<file path="config.mk">
export PLATFORM = sky130hd
export DESIGN_NAME = noc_inject_buf_flat
export DESIGN_NICKNAME = d
export VERILOG_FILES = /design/src/rtl/noc_inject_buf_if.sv /design/src/rtl/noc_inject_buf.sv /design/src/flat_wrapper.sv
export SDC_FILE = /design/constraint.sdc
export NUM_CORES = 1
export LEC_CHECK = 0
export ABC_AREA = 1
export ABC_CLOCK_PERIOD_IN_PS = 2300
export BUFFER_PORTS_ARGS = -buffer_cell sky130_fd_sc_hd__buf_2
export CAP_MARGIN = 20
export CORE_ASPECT_RATIO = 1.25
export CORE_MARGIN = 4
export CORE_UTILIZATION = 50
export CTS_BUF_LIST = sky130_fd_sc_hd__clkbuf_4 sky130_fd_sc_hd__clkbuf_8 sky130_fd_sc_hd__clkbuf_16
export CTS_CLUSTER_SIZE = 20
export DETAILED_ROUTE_END_ITERATION = 12
export GPL_TIMING_DRIVEN = 1
export HOLD_SLACK_MARGIN = 0.02
export PLACE_DENSITY = 0.71
export SYNTH_ARGS = -nofsm -noshare
export SYNTH_HDL_FRONTEND = slang
export SYNTH_SLANG_ARGS = --single-unit
</file>
<file path="constraint.sdc">
create_clock -name clk -period 2.3 [get_ports clk]
set_clock_uncertainty 0.2 [all_clocks]
set_input_delay 0.23 -clock clk [delete_from_list [all_inputs] [get_ports clk]]
set_output_delay 0.23 -clock clk [all_outputs]
set_load 0.01 [all_outputs]
</file>
<file path="src/rtl/noc_inject_buf_if.sv">
// noc_inject_buf_if
//   Flit bus used on both sides of the injection buffer: a flit with its
//   virtual channel and valid bit travels downstream, and a per-VC ready
//   vector travels upstream.
//
//   Signals:
//     data  [DATAW:0]  flit payload
//     valid            flit present on data
//     vch   [VCHW:0]   virtual channel of the flit
//     rdy   [VCH:0]    per-VC ready from the receiver
//
//   Modports:
//     master  drives data/valid/vch, samples rdy  (flit producer)
//     slave   samples data/valid/vch, drives rdy  (flit consumer)
interface noc_inject_buf_if #(
  parameter int DATAW = 7,
  parameter int VCHW  = 0,
  parameter int VCH   = 1
);
  logic [DATAW:0] data;
  logic           valid;
  logic [VCHW:0]  vch;
  logic [VCH:0]   rdy;

  modport master (output data, valid, vch, input rdy);
  modport slave  (input data, valid, vch, output rdy);
endinterface

</file>
<file path="src/rtl/noc_inject_buf.sv">
// noc_inject_buf
//   Injection buffer between a PE transmit side and the local input port of
//   its router. Incoming flits are sorted into one circular FIFO per virtual
//   channel; a round-robin arbiter forwards buffered flits to the router on
//   the VCs the router marks ready. The router must take every flit offered
//   with valid high; its per-VC ready is the only backpressure.
//
//   Ports:
//     clk   in   clock, all state updates on the rising edge
//     rst_  in   asynchronous, active-high reset
//     pe    slave side of noc_inject_buf_if: flit/valid/vch from the PE,
//           rdy = per-VC "not full" back to the PE
//     rtr   master side of noc_inject_buf_if: registered flit/valid/vch to
//           the router, rdy = per-VC ready from the router
//     ovf   out  sticky overflow flag
//
//   Build option:
//     INJ_OVF_DET_EN  when defined, a push attempt into a full VC sets the
//                     sticky ovf flag; when undefined, ovf is tied to 0.
//                     The offending flit is dropped in both builds.
module noc_inject_buf #(
  parameter int DEPTH = 4,
  parameter int DATAW = 7,
  parameter int VCHW  = 0,
  parameter int VCH   = 1
) (
  input  logic             clk,
  input  logic             rst_,
  noc_inject_buf_if.slave  pe,
  noc_inject_buf_if.master rtr,
  output logic             ovf
);

  localparam int NVC  = VCH + 1;
  localparam int VW   = VCHW + 1;
  localparam int PTRW = $clog2(DEPTH);
  localparam int CNTW = $clog2(DEPTH + 1);
  localparam logic [PTRW-1:0] PTR_MAX  = PTRW'(DEPTH - 1);
  localparam logic [CNTW-1:0] CNT_FULL = CNTW'(DEPTH);

  logic [DATAW:0]  mem  [NVC][DEPTH];
  logic [PTRW-1:0] rptr [NVC];
  logic [PTRW-1:0] wptr [NVC];
  logic [CNTW-1:0] cnt  [NVC];
  logic            last;

  logic [NVC-1:0]  push_v;
  logic [NVC-1:0]  pop_v;
  logic [NVC-1:0]  elig;
  logic            gnt_any;
  logic [VW-1:0]   gnt_vc;

  // Per-VC status. Readiness and eligibility come from the registered
  // count only, so a flit pushed into an empty VC cannot be granted in the
  // same cycle and pe.rdy never depends on pe.valid.
  always_comb begin
    push_v = '0;
    elig   = '0;
    pe.rdy = '0;
    for (int v = 0; v < NVC; v++) begin
      pe.rdy[v] = (cnt[v] != CNT_FULL);
      elig[v]   = (cnt[v] != '0) && rtr.rdy[v];
      push_v[v] = pe.valid && (cnt[v] != CNT_FULL) && (pe.vch == VW'(v));
    end
  end

  // Two-VC round robin: when both are eligible the one not served last
  // wins, otherwise the only eligible VC wins.
  always_comb begin
    gnt_any = |elig;
    gnt_vc  = '0;
    pop_v   = '0;
    if (elig[0] && elig[1]) begin
      gnt_vc = VW'(~last);
    end else if (elig[1]) begin
      gnt_vc = VW'(1);
    end
    if (gnt_any) begin
      pop_v[gnt_vc] = 1'b1;
    end
  end

  // Flit storage carries no reset; only the pointers/counts decide what is
  // valid, so stale contents after reset are never observed.
  always_ff @(posedge clk) begin
    for (int v = 0; v < NVC; v++) begin
      if (push_v[v]) begin
        mem[v][wptr[v]] <= pe.data;
      end
    end
  end

  // Pointers, counts, arbiter history and the registered router outputs.
  // A simultaneous push and pop on one VC advances both pointers and
  // leaves its count unchanged.
  always_ff @(posedge clk or posedge rst_) begin
    if (rst_) begin
      for (int v = 0; v < NVC; v++) begin
        rptr[v] <= '0;
        wptr[v] <= '0;
        cnt[v]  <= '0;
      end
      last      <= 1'b1;
      rtr.data  <= '0;
      rtr.valid <= 1'b0;
      rtr.vch   <= '0;
    end else begin
      for (int v = 0; v < NVC; v++) begin
        if (push_v[v]) begin
          wptr[v] <= (wptr[v] == PTR_MAX) ? '0 : wptr[v] + PTRW'(1);
        end
        if (pop_v[v]) begin
          rptr[v] <= (rptr[v] == PTR_MAX) ? '0 : rptr[v] + PTRW'(1);
        end
        if (push_v[v] && !pop_v[v]) begin
          cnt[v] <= cnt[v] + CNTW'(1);
        end else if (!push_v[v] && pop_v[v]) begin
          cnt[v] <= cnt[v] - CNTW'(1);
        end
      end
      rtr.valid <= gnt_any;
      if (gnt_any) begin
        rtr.data <= mem[gnt_vc][rptr[gnt_vc]];
        rtr.vch  <= gnt_vc;
        last     <= gnt_vc[0];
      end
    end
  end

`ifdef INJ_OVF_DET_EN
  logic ovf_q;

  // Sticky flag for a push attempted into a full VC; cleared only by reset.
  always_ff @(posedge clk or posedge rst_) begin
    if (rst_) begin
      ovf_q <= 1'b0;
    end else if (pe.valid && !pe.rdy[pe.vch]) begin
      ovf_q <= 1'b1;
    end
  end

  assign ovf = ovf_q;
`else
  assign ovf = 1'b0;
`endif

endmodule

</file>
<file path="src/flat_wrapper.sv">
// flat-port wrapper written by rule: the top's interface ports become plain ports
module noc_inject_buf_flat 
#(
  parameter int DEPTH = 4,
  parameter int DATAW = 7,
  parameter int VCHW  = 0,
  parameter int VCH   = 1
)
  (clk, rst_, ovf, pe_data, pe_valid, pe_vch, pe_rdy, rtr_data, rtr_valid, rtr_vch, rtr_rdy);
  noc_inject_buf_if #(.DATAW(DATAW), .VCHW(VCHW), .VCH(VCH)) pe_i ();
  noc_inject_buf_if #(.DATAW(DATAW), .VCHW(VCHW), .VCH(VCH)) rtr_i ();
  input  logic clk;
  input  logic rst_;
  output logic ovf;
  input wire logic [$bits(pe_i.data)-1:0] pe_data;
  input wire logic [$bits(pe_i.valid)-1:0] pe_valid;
  input wire logic [$bits(pe_i.vch)-1:0] pe_vch;
  output wire logic [$bits(pe_i.rdy)-1:0] pe_rdy;
  output wire logic [$bits(rtr_i.data)-1:0] rtr_data;
  output wire logic [$bits(rtr_i.valid)-1:0] rtr_valid;
  output wire logic [$bits(rtr_i.vch)-1:0] rtr_vch;
  input wire logic [$bits(rtr_i.rdy)-1:0] rtr_rdy;
  assign pe_i.data = pe_data;
  assign pe_i.valid = pe_valid;
  assign pe_i.vch = pe_vch;
  assign pe_rdy = pe_i.rdy;
  assign rtr_data = rtr_i.data;
  assign rtr_valid = rtr_i.valid;
  assign rtr_vch = rtr_i.vch;
  assign rtr_i.rdy = rtr_rdy;
  noc_inject_buf #(.DEPTH(DEPTH), .DATAW(DATAW), .VCHW(VCHW), .VCH(VCH)) u_core (.clk(clk), .rst_(rst_), .pe(pe_i), .rtr(rtr_i), .ovf(ovf));
endmodule
</file>
# Word-level counts from Yosys, hierarchy flattened
# Memory sizes are Yosys's and may differ from the RTL's.
# Index checks and enable logic that the tools add are counted.
# W data, S select, Z words.
# word_totals
out_inout_bits	13
mem_count	1
word_cells	93
register_bits	25
input_bits	14
ram_bits	64
# memory_table
name	words	word_bits	rd	rd_ports_with_merged_regs	write_ports	line	rtl
u_core.mem	2	32	1	0	1	noc_inject_buf.sv:41	logic [DATAW:0] mem [NVC][DEPTH];
# op_classes
n_eq_ne	6
magnitude_cmp	8
add_sub_neg	8
bitwise	6
n_reduce_logical	24
muxes	30
# ops
operator	count
$mux W32	4
$demux W8 S2	2
$mux W8	4
$reduce_or A32 Y1	1
$bmux W8 S2	1
$mux W2	8
$logic_and A1 B1 Y1	14
$mux W3	4
$ge A3 B3 Y1 const B	3
$not A2 Y3	3
$add A2 B1 Y2 const B	4
$eq A2 B2 Y1 const B	4
$add A3 B1 Y3 const B	2
$lt A3 B1 Y1 const B	2
$mux W1	6
$ne A3 B3 Y1 const B	2
$reduce_bool A3 Y1	2
$sub A3 B1 Y3 const B	2
$logic_not A1 Y1	4
$reduce_bool A2 Y1	2
$ge A2 B2 Y1 const B	1
$lt A1 B2 Y1 const B	1
$not A1 Y1	2
$not A1 Y2	1
3 further kinds	3

# Depth between registers and ports, before layout
# Gate-level depths: netlist (run 1).
# depth
ltp_word	12
depth_mapped	14

# Least setup slack after synthesis (run 1)
# OpenSTA, ideal clock, no wires.
# synth_path
path_type	flip-flop to flip-flop
startpoint	register u_core.cnt[0] (netlist bit)
endpoint	register u_core.cnt[4] (netlist bit)
path_stages_with_launch	12
synth_period_minus_slack_ns	2.510
slack_ns	-0.210
arrival_ns	2.185
required_time_ns	1.975
cell_sequence	dfrtp_1 -> nor2_1 -> a21boi_4 -> nand2_2 -> inv_1 -> buf_2 -> nor2_1 -> inv_1 -> ha_1 -> inv_1 -> fa_1 -> mux2_2
# synth_via
elab_chain_len	12
word_cells_on_any_way	17
cone_classes	2 x order compare; 6 x mux; 9 x reduce/logical
# synth_rtl
element	line	rtl
from (decl)	noc_inject_buf.sv:44	logic [CNTW-1:0] cnt [NVC];
from (signal, indexed assignment)	noc_inject_buf.sv:116	cnt[v] <= cnt[v] + CNTW'(1);
from (signal, indexed assignment)	noc_inject_buf.sv:118	cnt[v] <= cnt[v] - CNTW'(1);
$reduce_bool A3 Y1 (*)	noc_inject_buf.sv:62	elig[v] = (cnt[v] != '0) && rtr.rdy[v];
$logic_and A1 B1 Y1 (*)	noc_inject_buf.sv:62	
$mux W1 / $logic_and A1 B1 Y1 (equally long branches)	noc_inject_buf.sv:75, noc_inject_buf.sv:73	
$mux W1	noc_inject_buf.sv:73	if (elig[0] && elig[1]) begin
$lt A1 B2 Y1 (implied by the code) / $ge A1 B1 Y1 (equally long branches)	noc_inject_buf.sv:79	pop_v[gnt_vc] = 1'b1;
$logic_and A1 B1 Y1 (implied by the code)	noc_inject_buf.sv:79	
$mux W1 (implied by the code)	noc_inject_buf.sv:79	
$demux W1 S1	-	
$mux W2 (*)	noc_inject_buf.sv:78	if (gnt_any) begin
$logic_not A1 Y1	noc_inject_buf.sv:115	if (push_v[v] && !pop_v[v]) begin
$logic_and A1 B1 Y1	noc_inject_buf.sv:115	
$mux W3 / $reduce_bool A2 Y1 (equally long branches)	-	
# Mark *: on every way between the ends. The rest lies on a longest branch, timed or not.
# A chain may end at the register's enable or synchronous reset.

# Worst setup path after layout (run 1)
# layout_path
startpoint	register u_core.cnt[1] (netlist bit)
endpoint	register u_core.cnt[4] (netlist bit)
# layout_via
word_cells_on_any_way	17
cone_classes	2 x order compare; 6 x mux; 9 x reduce/logical
# layout_rtl
element	line	rtl
$reduce_bool A3 Y1 (*)	noc_inject_buf.sv:62	
$logic_and A1 B1 Y1 (*)	noc_inject_buf.sv:62	
$reduce_or A2 Y1 (*)	noc_inject_buf.sv:70	gnt_any = |elig;
via u_core.gnt_any	noc_inject_buf.sv:50	logic gnt_any;
$mux W2 (*)	noc_inject_buf.sv:78	
$logic_not A1 Y1	noc_inject_buf.sv:115	
$logic_and A1 B1 Y1	noc_inject_buf.sv:115	
$mux W3 / $reduce_bool A2 Y1 (equally long branches)	-	
# Mark *: on every way through the listed nets, which the timed path passes. The rest lies on a longest branch.

==> results of run 1 <==
## worst max-delay path: stages (launching register included)
cell	delay (ns)
dfrtp_1	0.42
nor2_4	0.06
a21boi_4	0.20
inv_2	0.06
nand2_4	0.07
inv_4	0.04
nor2_4	0.10
inv_2	0.05
ha_4	0.16
inv_4	0.06
fa_2	0.42
mux2_4	0.27
## stage by stage
step	TNS, ns	hold slack [ns]	instance area, µm²
detailed placement	0	0.181	4320
finish	0	0.0439	4720
global placement	0	0.178	4320
global route	-0.0535	0.0793	4720
CTS	0	0.0250	4660
floorplan	-0.00708	0.0566	4030
## metal layers
metal / vias to the layer above / wire (µm)
li1: 1336 / -
met4: 0 / 97
met3: 8 / 464
met1: 1232 / 3130
met5: - / 0
met2: 69 / 4020
## cell usage in the layout (no fill, tap or decap), types with 8 or more instances in the layout
master,n
nand2_1,122
edfxtp_1,64
inv_1,41
nand3_1,36
buf_2,25
dfrtp_1,23
buf_4,22
o21ai_0,11
ha_1,10
clkbuf_8,9
dlygate4sd3_1,9
nor2_1,8
## logic make-up after synthesis
family | after synthesis
AO/OA/AOI/OAI | 23
XOR/XNOR | 4
multiplexers | 2
flip-flops | 89
other | 1
buffers and inverters | 61
adder cells (fa/ha/maj) | 14
AND/OR/NAND/NOR | 182
## final cells by class
type                            instances  area (µm²)  share of cell area (%)
Inverter                               50         193                    4.08
Tap cell                               95         119                    2.52
Clock inverter                          6         115                    2.44
Multi-Input combinational cell        226        1220                    25.9
Sequential cell                        89        2550                    54.0
Timing Repair Buffer                   57         392                    8.29
Clock buffer                           10         131                    2.78
## state kept, by name, summed over array words and instances, names as in the netlist
| register | count |
|---|---|
| u_core.rtr.data | 8 |
| u_core.last | 1 |
| u_core.rtr.vch | 1 |
| u_core.rptr | 4 |
| u_core.rtr.valid | 1 |
| u_core.mem | 64 |
| u_core.wptr | 4 |
| u_core.cnt | 6 |
## worst min-delay path by stage
stage	end	slack [ns]	cells past startpoint
after floorplan	u_core.cnt[0]$_DFFE_PP0P_	0.06	1
after global placement	u_core.rtr.data[5]$_DFFE_PP0N_	0.18	2
after detailed placement	u_core.rtr.data[5]$_DFFE_PP0N_	0.18	2
after CTS	u_core.rtr.vch$_DFFE_PP0N_	0.03	4
after global routing	u_core.rtr.vch$_DFFE_PP0N_	0.08	4
final	u_core.rtr.vch$_DFFE_PP0N_	0.04	4
## power by group through the flow
stage / registers, mW / logic (mW) / clock network [mW]
floorplan: 2.30 / 1.43 / 0
global placement: 2.27 / 2.01 / 0
detailed placement: 2.29 / 2.08 / 0
CTS: 2.26 / 2.10 / 1.30
global route: 2.29 / 2.50 / 1.39
finish: 2.26 / 2.19 / 1.28
## synthesized netlist by cell type, types with 3 or more instances
cell	count
ha_1	12
nand3_1	37
nor2_1	11
inv_1	47
edfxtp_1	64
nand2_1	123
buf_4	5
inv_2	3
buf_2	5
dfrtp_1	24
o21ai_0	12
o21ai_1	6
nand3b_1	7
## repair_timing
item / CTS / global route
hold buffers: 9 / 0
setup endpoints to repair: 0 / 12
setup buffers: 0 / 5
gates resized for setup: 0 / 10
hold endpoints to repair: 81 / 0
==> metrics.md, run 1 <==
| Metric | Value |
|---|---|
| Cell row count | 36 |
| Cells after Synth | 376 |
| Final HPWL DP | 5.13 mm |
| Post-Place Cells | 503 |
| Post-synth top flop | edfxtp_1 |
| Post-route insts no fill | 533 |
| First-pass GRT wire length | 12.3 mm |
| Die area | 9460 µm² |
| Final Power | 5.73 mW |
| Fin. max-slew vios | 0 |
| Antenna-violating nets left | 0 |
| Util after Layout | 60.6% |
| Clock Sinks | 89 |
| # fillers | 608 |
| Gpl congestion | 0.780 |
| Clock Tree Buf Depth | 2 |
| R2R Path End | u_core.cnt[4]$_DFFE_PP0P_ |
| Post-Syn Area per Cell | 10.6 µm² |
| Cell taking the most area after synthesis | edfxtp_1 |
| Area share of fa/ha/maj cells after synthesis | 4.78% |
| Reg2reg start | u_core.cnt[1]$_DFFE_PP0P_ |
| Pin count of the biggest net entering global routing | 22 |
| ANT cells | 0 |
| Post-Syn Nets | 404 |
| Fin worst setup slack | 0.0814 ns |
| Grt met2 use | 30.4% |
| Initial antenna violation count | 0 |
| CTS Root Cell | clkbuf_8 |
| Routed len/inst | 14.5 µm |
| Busiest grt layer | met2 |
| Pre-CTS setup slack | 0.0421 ns |
| Worst Setup Path Type | reg -> reg |
| Slew @ Worst Pin | 1.01 ns |
| Reg2Reg Setup Slack | 0.08 ns |
| Number of CTS-inserted buffers | 9 |
| Simple-gate share of the synthesized area | 19.5% |
| Req. time, crit path | 2.34 ns |
| F_max | 0.451 GHz |
| Core Box Area | 7790 µm² |
| Post-synth EDFFs | 64 |
| Clock transition at the registers of the reported paths | 0.09 ns |
| DR vias/cell | 4.96 |
| Worst setup path start | u_core.cnt[1]$_DFFE_PP0P_ |
| Largest family of logic cells by synthesized area | simple AND/OR/NAND/NOR gates |
| Psw | 2.06 mW |
| Reg2reg path depth | 11 |
| Net Sw Frac | 35.9% |
| Leakage | 2.10 nW |
| Vias | 2645 |
| Int Power | 3.67 mW |
| Final setup viols | 0 |
| Status | completed |
| P per Cell Area | 1210 nW/µm² |
| Layout Nets | 461 |
| Gr usage total | 17.6% |
| CP Capture Type | flop |
| Final WL | 7.72 mm |
| Layout cell share with drive strength beyond 1 | 21.0% |
| Mapped Area | 3980 µm² |
| DRT Pass-1 Iters | 4 |
| H-tree depth | 3 |
| CP Launch Type | flop |
| CTS tree | yes |
| Ranking of synthesized cells by area | edfxtp_1 (48%), dfrtp_1 (15%), nand2_1 (12%) |
| Critical Path AT | 2.26 ns |
| Drt initial violations | 156 |
| Vias in the first global route | 2554 |
| Synth Area in Compound Gates | 3.58% |
| Gate power share | 38.2% |
| Crit Path Max Fanout | 4 |
| I/O pin total | 27 |
| Final hold vios | 0 |
| Die Y-Extent | 108 µm |
| Die W | 87.8 µm |
| Tightest Hold Check Type | in -> reg |
| Grt ovf | 0 |
| RSZ-0062 raised after global routing | true |
| Asr flop ratio synth | 28.1% |
| # DRC | 0 |
| Seq cells post-synth | 89 |
| Min Tclk post-route | 2.22 ns |
| Post-synth top area share | 48.3% |
| Clk_lat worst skew | 0.34 ns |
| Yosys cell types | 27 |
| Met1 usage | 21.5% |
| Xor/xnor share of the synthesized area | 0.881% |
| Met3 Use GR | 2.76% |
| Crit path to | u_core.cnt[4]$_DFFE_PP0P_ |
| Ys Warns | 0 |
| # port buffers | 25 |
| Maximum VDD drop | 0.000723 V |
| Mux cell area share after synthesis | 0.566% |
| Synthesis-to-layout area growth | 18.7% |
| Period utilization | 96.5% |
| Max Cap Viol | 0 |
| Part of the power in registers | 39.4% |
| Clock network power share | 22.4% |
| Hold Path Origin | rtr_rdy[0] |
| Max_slew headroom | 32.3% |
| Initial Util | 51.1% |
| Post-synthesis sequential area ratio | 64.1% |
Power figures use the tool's default switching activity.
==> run 2, diff against run 1 <==
--- a/config.mk
+++ b/config.mk
@@ -18,6 +18,7 @@
 export GPL_TIMING_DRIVEN = 1
 export HOLD_SLACK_MARGIN = 0.02
 export PLACE_DENSITY = 0.71
+export SETUP_SLACK_MARGIN = 0.15
 export SYNTH_ARGS = -nofsm -noshare
 export SYNTH_HDL_FRONTEND = slang
 export SYNTH_SLANG_ARGS = --single-unit
==> run 2 against run 1 <==
First-iteration DRC count is 35% higher. Sequential share of layout area decreased by 0.17 points. Register-to-register slack is essentially flat. Clock power fell by 19%. Core utilization increased by 0.16 points. Wire length grew 4.9%. Count of clock-buffer cells in the layout stayed put. Worst hold slack gained 0.081 ns. Critical path type unchanged. Critical endpoint unchanged.
==> metrics.md, run 2 (synthesis gave the netlist of run 1 again) <==
| Metric | Value |
|---|---|
| # DRC | 0 |
| Slew @ Worst Pin | 0.852 ns |
| Die Y-Extent | 108 µm |
| Core Box Area | 7790 µm² |
| I/O pin total | 27 |
| ANT cells | 0 |
| Critical Path AT | 2.26 ns |
| Hold Path Origin | pe_valid |
| Min Tclk post-route | 2.21 ns |
| Crit-path slowest cell | dfstp_2 |
| Die area | 9460 µm² |
| Max Cap Viol | 0 |
| Fin. max-slew vios | 0 |
| Busiest grt layer | met2 |
| Int Power | 3.47 mW |
| # port buffers | 25 |
| Number of flip-flops in the largest register | 64 |
| CTS tree | yes |
| Met3 Use GR | 4.90% |
| F_max | 0.453 GHz |
| Most frequent cells in the layout | nand2_1 (120), edfxtp_1 (64), inv_1 (41) |
| CTS Root Cell | clkbuf_8 |
| Vias | 2703 |
| Drt initial violations | 210 |
| Final setup viols | 0 |
| Final WL | 8.10 mm |
| Final HPWL DP | 5.21 mm |
| Req. time, crit path | 2.35 ns |
| Layout cell share with drive strength beyond 1 | 21.5% |
| H-tree depth | 3 |
| Die W | 87.8 µm |
| CP Launch Type | flop |
| Max incr delay on CP | 0.57 ns |
| Clock Tree Buf Depth | 2 |
| Gpl congestion | 0.793 |
| Grt met2 use | 30.5% |
| Reg2Reg Setup Slack | 0.09 ns |
| Routed len/inst | 15.2 µm |
| Synthesis-to-layout area growth | 19.0% |
| Crit path max-delay family | adder cells |
| Vias in the first global route | 2697 |
| DR vias/cell | 5.07 |
| Reg2reg path depth | 9 |
| Status | completed |
| P per Cell Area | 1180 nW/µm² |
| Cell row count | 36 |
| Setup TNS | 0 ns |
| Psw | 2.09 mW |
| CP Capture Type | flop |
| Number of CTS-inserted buffers | 9 |
| Initial Util | 51.1% |
| Period utilization | 95.9% |
| Net Sw Frac | 37.6% |
| Endpoint, Worst Hold | u_core.wptr[1]$_DFFE_PP0P_ |
| Commonest non-fill, non-tap cell in the layout | nand2_1 |
| RSZ-0062 raised after global routing | true |
| Final hold vios | 0 |
| Reg2reg start | u_core.last$_DFFE_PP1N_ |
| Leakage | 2.09 nW |
| Fin worst setup slack | 0.0937 ns |
| Tightest Hold Check Type | in -> reg |
| R2R Path End | u_core.cnt[4]$_DFFE_PP0P_ |
| First-pass GRT wire length | 13.1 mm |
| Crit Path Max Fanout | 3 |
| # fillers | 640 |
| Clock network power share | 18.7% |
| Cell Chain, Critical Path | nand3_4 > nand2_4 > inv_2 > nor2_4 > inv_2 > ha_4 > inv_4 > fa_2 > mux2_4 |
| Antenna-violating nets left | 0 |
| Gate power share | 40.9% |
| Worst Setup Path Type | reg -> reg |
| Maximum VDD drop | 0.000878 V |
| Hold Path Cell Cnt | 4 |
| Initial antenna violation count | 0 |
| Clk_lat worst skew | 0.36 ns |
| Layout Nets | 461 |
| CP bufs+invs | 3 |
| Met1 usage | 23.2% |
| Pre-CTS setup slack | -0.0111 ns |
| DRT Pass-1 Iters | 4 |
| Clock Sinks | 89 |
| Clock transition at the registers of the reported paths | 0.08 ns |
| Grt ovf | 0 |
| Most Frequent Cell on Critical Path | inv_2 |
| Pin count of the biggest net entering global routing | 46 |
| Max_slew headroom | 43.0% |
| Part of the power in registers | 40.4% |
| Gr usage total | 18.8% |
[run 2: changes by cell type in the layout (fill, tap and decap cells not counted), moves of 2 or more]
cell	delta
nand3_2	-2
buf_12	+2
nor2_2	+3
bufinv_16	-2
nor2_1	-3
buf_4	-4
clkinv_1	+2
nand2_1	-2
[run 2: worst register-to-register path, stage by stage (launching register included)]
cell,delay (ns)
dfstp_2,0.57
nand3_4,0.10
nand2_4,0.11
inv_2,0.06
nor2_4,0.11
inv_2,0.06
ha_4,0.16
inv_4,0.05
fa_2,0.42
mux2_4,0.27
[run 2: repair_timing]
item | CTS | global route
pin swaps | 5 | 2
hold endpoints to repair | 90 | 0
endpoints found under the setup margin | 19 | 31
gates resized for setup | 5 | 14
buffers inserted | 3 | 1
hold buffers | 10 | 0
[run 2: cell type report]
| class | instances | area, µm² | share of cell area (%) |
|---|---|---|---|
| clock buffers | 10 | 131 | 2.77 |
| clock inverters | 6 | 58.8 | 1.24 |
| inverters | 50 | 195 | 4.12 |
| multi-input cells | 226 | 1260 | 26.6 |
| flip-flops and latches | 89 | 2550 | 53.8 |
| well taps | 95 | 119 | 2.51 |
| repair buffers | 57 | 423 | 8.93 |
[run 2: routing by layer]
layer / up-vias / wire length, µm
met5: - / 0
met4: 0 / 190
met3: 17 / 551
met2: 80 / 4090
met1: 1269 / 3270
li1: 1337 / -
[run 2: worst max path at each step]
stage,start,end,slack (ns),depth (start not counted)
after global routing,u_core.cnt[3]$_DFFE_PP0P_,u_core.cnt[5]$_DFFE_PP0P_,-0.03,13
after CTS,u_core.cnt[1]$_DFFE_PP0P_,u_core.cnt[4]$_DFFE_PP0P_,0.1,10
after floorplan,u_core.cnt[3]$_DFFE_PP0P_,u_core.cnt[4]$_DFFE_PP0P_,-0.007,12
after global placement,u_core.cnt[1]$_DFFE_PP0P_,u_core.cnt[4]$_DFFE_PP0P_,0.07,10
final,u_core.last$_DFFE_PP1N_,u_core.cnt[4]$_DFFE_PP0P_,0.09,9
after detailed placement,u_core.cnt[1]$_DFFE_PP0P_,u_core.cnt[4]$_DFFE_PP0P_,-0.01,10
[run 2: power by group through the flow]
stage          clock [mW]  sequential, mW  combinational [mW]
4_1_cts              1.07            2.24                2.23
3_5_place_dp            0            2.27                2.14
6_report             1.04            2.25                2.28
3_3_place_gp            0            2.26                2.06
2_1_floorplan           0            2.31                1.44
5_1_grt              1.14            2.29                2.57
[run 2: metrics by stage]
| stage | total power, mW | hold WS [ns] | utilization [%] | cells | cell area [µm²] |
|---|---|---|---|---|---|
| after floorplan | 3.75 | 0.0566 | - | 376 | 4040 |
| after global placement | 4.32 | 0.0930 | 55.8 | 503 | 4350 |
| after detailed placement | 4.41 | 0.104 | 55.8 | 503 | 4350 |
| after CTS | 5.54 | 0.150 | 60.2 | 532 | 4690 |
| after global routing | 5.99 | 0.168 | 60.8 | 533 | 4740 |
| final | 5.57 | 0.125 | 60.8 | 533 | 4740 |
==> run 3, diff against run 2 <==
--- a/config.mk
+++ b/config.mk
@@ -19,6 +19,7 @@
 export HOLD_SLACK_MARGIN = 0.02
 export PLACE_DENSITY = 0.71
 export SETUP_SLACK_MARGIN = 0.15
+export SLEW_MARGIN = 10
 export SYNTH_ARGS = -nofsm -noshare
 export SYNTH_HDL_FRONTEND = slang
 export SYNTH_SLANG_ARGS = --single-unit
==> constraint.sdc (replaced) <==
create_clock -name clk -period 2.3 [get_ports clk]
set_clock_uncertainty 0.2 [all_clocks]
set_input_delay 0.46 -clock clk [delete_from_list [all_inputs] [get_ports clk]]
set_output_delay 0.46 -clock clk [all_outputs]
set_load 0.01 [all_outputs]
==> run 3 against run 2 <==
Cell count up 0.94%. Combinational power is 3% higher. Global-route usage down 0.72 points. Critical path type unchanged. Wire length is 1.6% lower. Register-to-register slack worse by 0.03 ns.
==> metrics.md, run 3 (synthesis gave the netlist of run 1 again) <==
| Metric | Value |
|---|---|
| Status | completed |
| Crit path to | u_core.cnt[4]$_DFFE_PP0P_ |
| Initial antenna violation count | 0 |
| Crit-path slowest cell | fa_2 |
| Clock transition at the registers of the reported paths | 0.09 ns |
| # port buffers | 25 |
| Gpl congestion | 0.771 |
| Die Y-Extent | 108 µm |
| DR vias/cell | 4.96 |
| Vias | 2668 |
| Clock Tree Buf Depth | 2 |
| Post-Place Cells | 510 |
| Final setup viols | 0 |
| I/O pin total | 27 |
| Antenna-violating nets left | 0 |
| Layout Nets | 466 |
| Synthesis-to-layout area growth | 18.5% |
| CP Launch Type | flop |
| # DRC | 0 |
| Gr usage total | 18.1% |
| Die area | 9460 µm² |
| Layout cell share with drive strength beyond 1 | 24.8% |
| CP bufs+invs | 4 |
| Commonest non-fill, non-tap cell in the layout | nand2_1 |
| CTS tree | yes |
| Post-route insts no fill | 538 |
| Min Tclk post-route | 2.23 ns |
| Number of CTS-inserted buffers | 9 |
| Number of flip-flops in the largest register | 64 |
| Most Frequent Cell on Critical Path | inv_2 |
| Final WL | 7.97 mm |
| Period utilization | 97.1% |
| Crit Path Max Fanout | 4 |
| Post-route cell area | 4710 µm² |
| Routed len/inst | 14.8 µm |
| Clk_lat worst skew | 0.34 ns |
| Worst Setup Path Type | reg -> reg |
| Die W | 87.8 µm |
| Grt ovf | 0 |
| Cell row count | 36 |
| Cell Chain, Critical Path | nor2_4 > a21boi_4 > inv_2 > nand2_4 > inv_4 > nor2_4 > inv_2 > ha_4 > inv_2 > fa_2 > mux2_4 |
| Max Cap Viol | 0 |
| CTS Root Cell | clkbuf_8 |
| Final HPWL DP | 5.16 mm |
| Initial Util | 51.1% |
| Slew @ Worst Pin | 0.588 ns |
| # fillers | 634 |
| Leakage | 2.11 nW |
| Final hold vios | 0 |
| F_max | 0.448 GHz |
| Core Box Area | 7790 µm² |
| Stages on the worst setup path | 11 |
| DRT Pass-1 Iters | 4 |
| H-tree depth | 3 |
| RSZ-0062 raised after global routing | true |
| Fin. max-slew vios | 0 |
| R2R Path End | u_core.cnt[4]$_DFFE_PP0P_ |
| Pin count of the biggest net entering global routing | 26 |
| Maximum VDD drop | 0.000686 V |
| Req. time, crit path | 2.34 ns |
| Drt initial violations | 163 |
| Vias in the first global route | 2593 |
| Util after Layout | 60.5% |
| ANT cells | 0 |
| P per Cell Area | 1180 nW/µm² |
| Crit path max-delay family | adder cells |
| Max_slew headroom | 60.8% |
| Final Power | 5.56 mW |
| Max incr delay on CP | 0.44 ns |
| Worst setup path start | u_core.cnt[0]$_DFFE_PP0P_ |
| Reg2reg path depth | 11 |
| CP Capture Type | flop |
| Clock Sinks | 89 |
| Reg2reg start | u_core.cnt[0]$_DFFE_PP0P_ |
| Most frequent cells in the layout | nand2_1 (120), edfxtp_1 (64), inv_1 (40) |
| Cell Area, Placed | 4390 µm² |
| Reg2Reg Setup Slack | 0.07 ns |
| Critical Path AT | 2.27 ns |
| Tightest Hold Check Type | in -> reg |
| First-pass GRT wire length | 12.8 mm |
| Hold Slack | 0.180 ns |
-- run 3: cell types whose count changed in the layout (fill, tap and decap cells not counted), moves of 3 or more --
cell           previous run  this run
buf_4                    18        31
buf_6                     2         5
dlygate4sd3_1            10         1
inv_6                     0         3
nor2_1                    5         8
nor2_2                    4         1
-- run 3: per-layer routing --
| layer | share of wire [%] | up-vias | global-route usage [%] |
|---|---|---|---|
| li1 | - | 1347 | - |
| met2 | 51 | 59 | 30.0 |
| met3 | 5.3 | 6 | 3.91 |
| met1 | 42 | 1256 | 23.9 |
| met5 | 0 | - | 0 |
| met4 | 0.92 | 0 | 4.61 |
-- run 3: what timing repair did --
action,in CTS,in global routing
endpoints found under the setup margin,11,12
hold buffers,1,0
endpoints found under the hold margin,14,0
pin swaps,4,7
resized for setup,6,15
setup buffers,4,7
-- run 3: power breakdown --
part,internal (mW),total (mW),switching (mW)
Sequential,2.08,2.25,0.169
Clock,0.402,0.967,0.565
Combinational,0.959,2.35,1.39
-- run 3: worst min-delay path by stage --
stage                                              start                             end  slack, ns  cells after the start
after global routing                          pe_data[6]     u_core.mem[1][22]$_DFFE_PP_       0.17                      1
after floorplan               u_core.rptr[3]$_DFFE_PP0P_      u_core.rptr[3]$_DFFE_PP0P_       0.27                      2
after global placement    u_core.rtr.data[4]$_DFFE_PP0N_  u_core.rtr.data[4]$_DFFE_PP0N_       0.26                      2
after detailed placement  u_core.rtr.data[7]$_DFFE_PP0N_  u_core.rtr.data[7]$_DFFE_PP0N_       0.26                      2
after CTS                                     pe_data[6]     u_core.mem[1][22]$_DFFE_PP_       0.16                      1
final                                         pe_data[4]     u_core.mem[0][20]$_DFFE_PP_       0.18                      1
-- run 3: cell type report --
cell class	count	area, µm²	share of cell area [%]
Sequential cell	89	2550	54.1
Timing Repair Buffer	62	424	9.00
Clock inverter	7	53.8	1.14
Inverter	50	195	4.14
Tap cell	95	119	2.52
Clock buffer	9	124	2.63
Multi-Input combinational cell	226	1250	26.5
-- run 3: worst reg2reg max path: cells and delay by family (launching register included) --
kind                     cells  cell delay [ns]
AO/OA/AOI/OAI                1             0.19
buffers and inverters        4             0.23
adder cells (fa/ha/maj)      2             0.59
flip-flops                   1             0.41
multiplexers                 1             0.28
AND/OR/NAND/NOR              3             0.23
-- run 3: stage by stage --
step	worst slack [ns]	setup TNS, ns
floorplan	-0.00708	-0.00708
global placement	0.0191	0
detailed placement	-0.0396	-0.0396
CTS	0.0981	0
global route	-0.0350	-0.0350
finish	0.0675	0
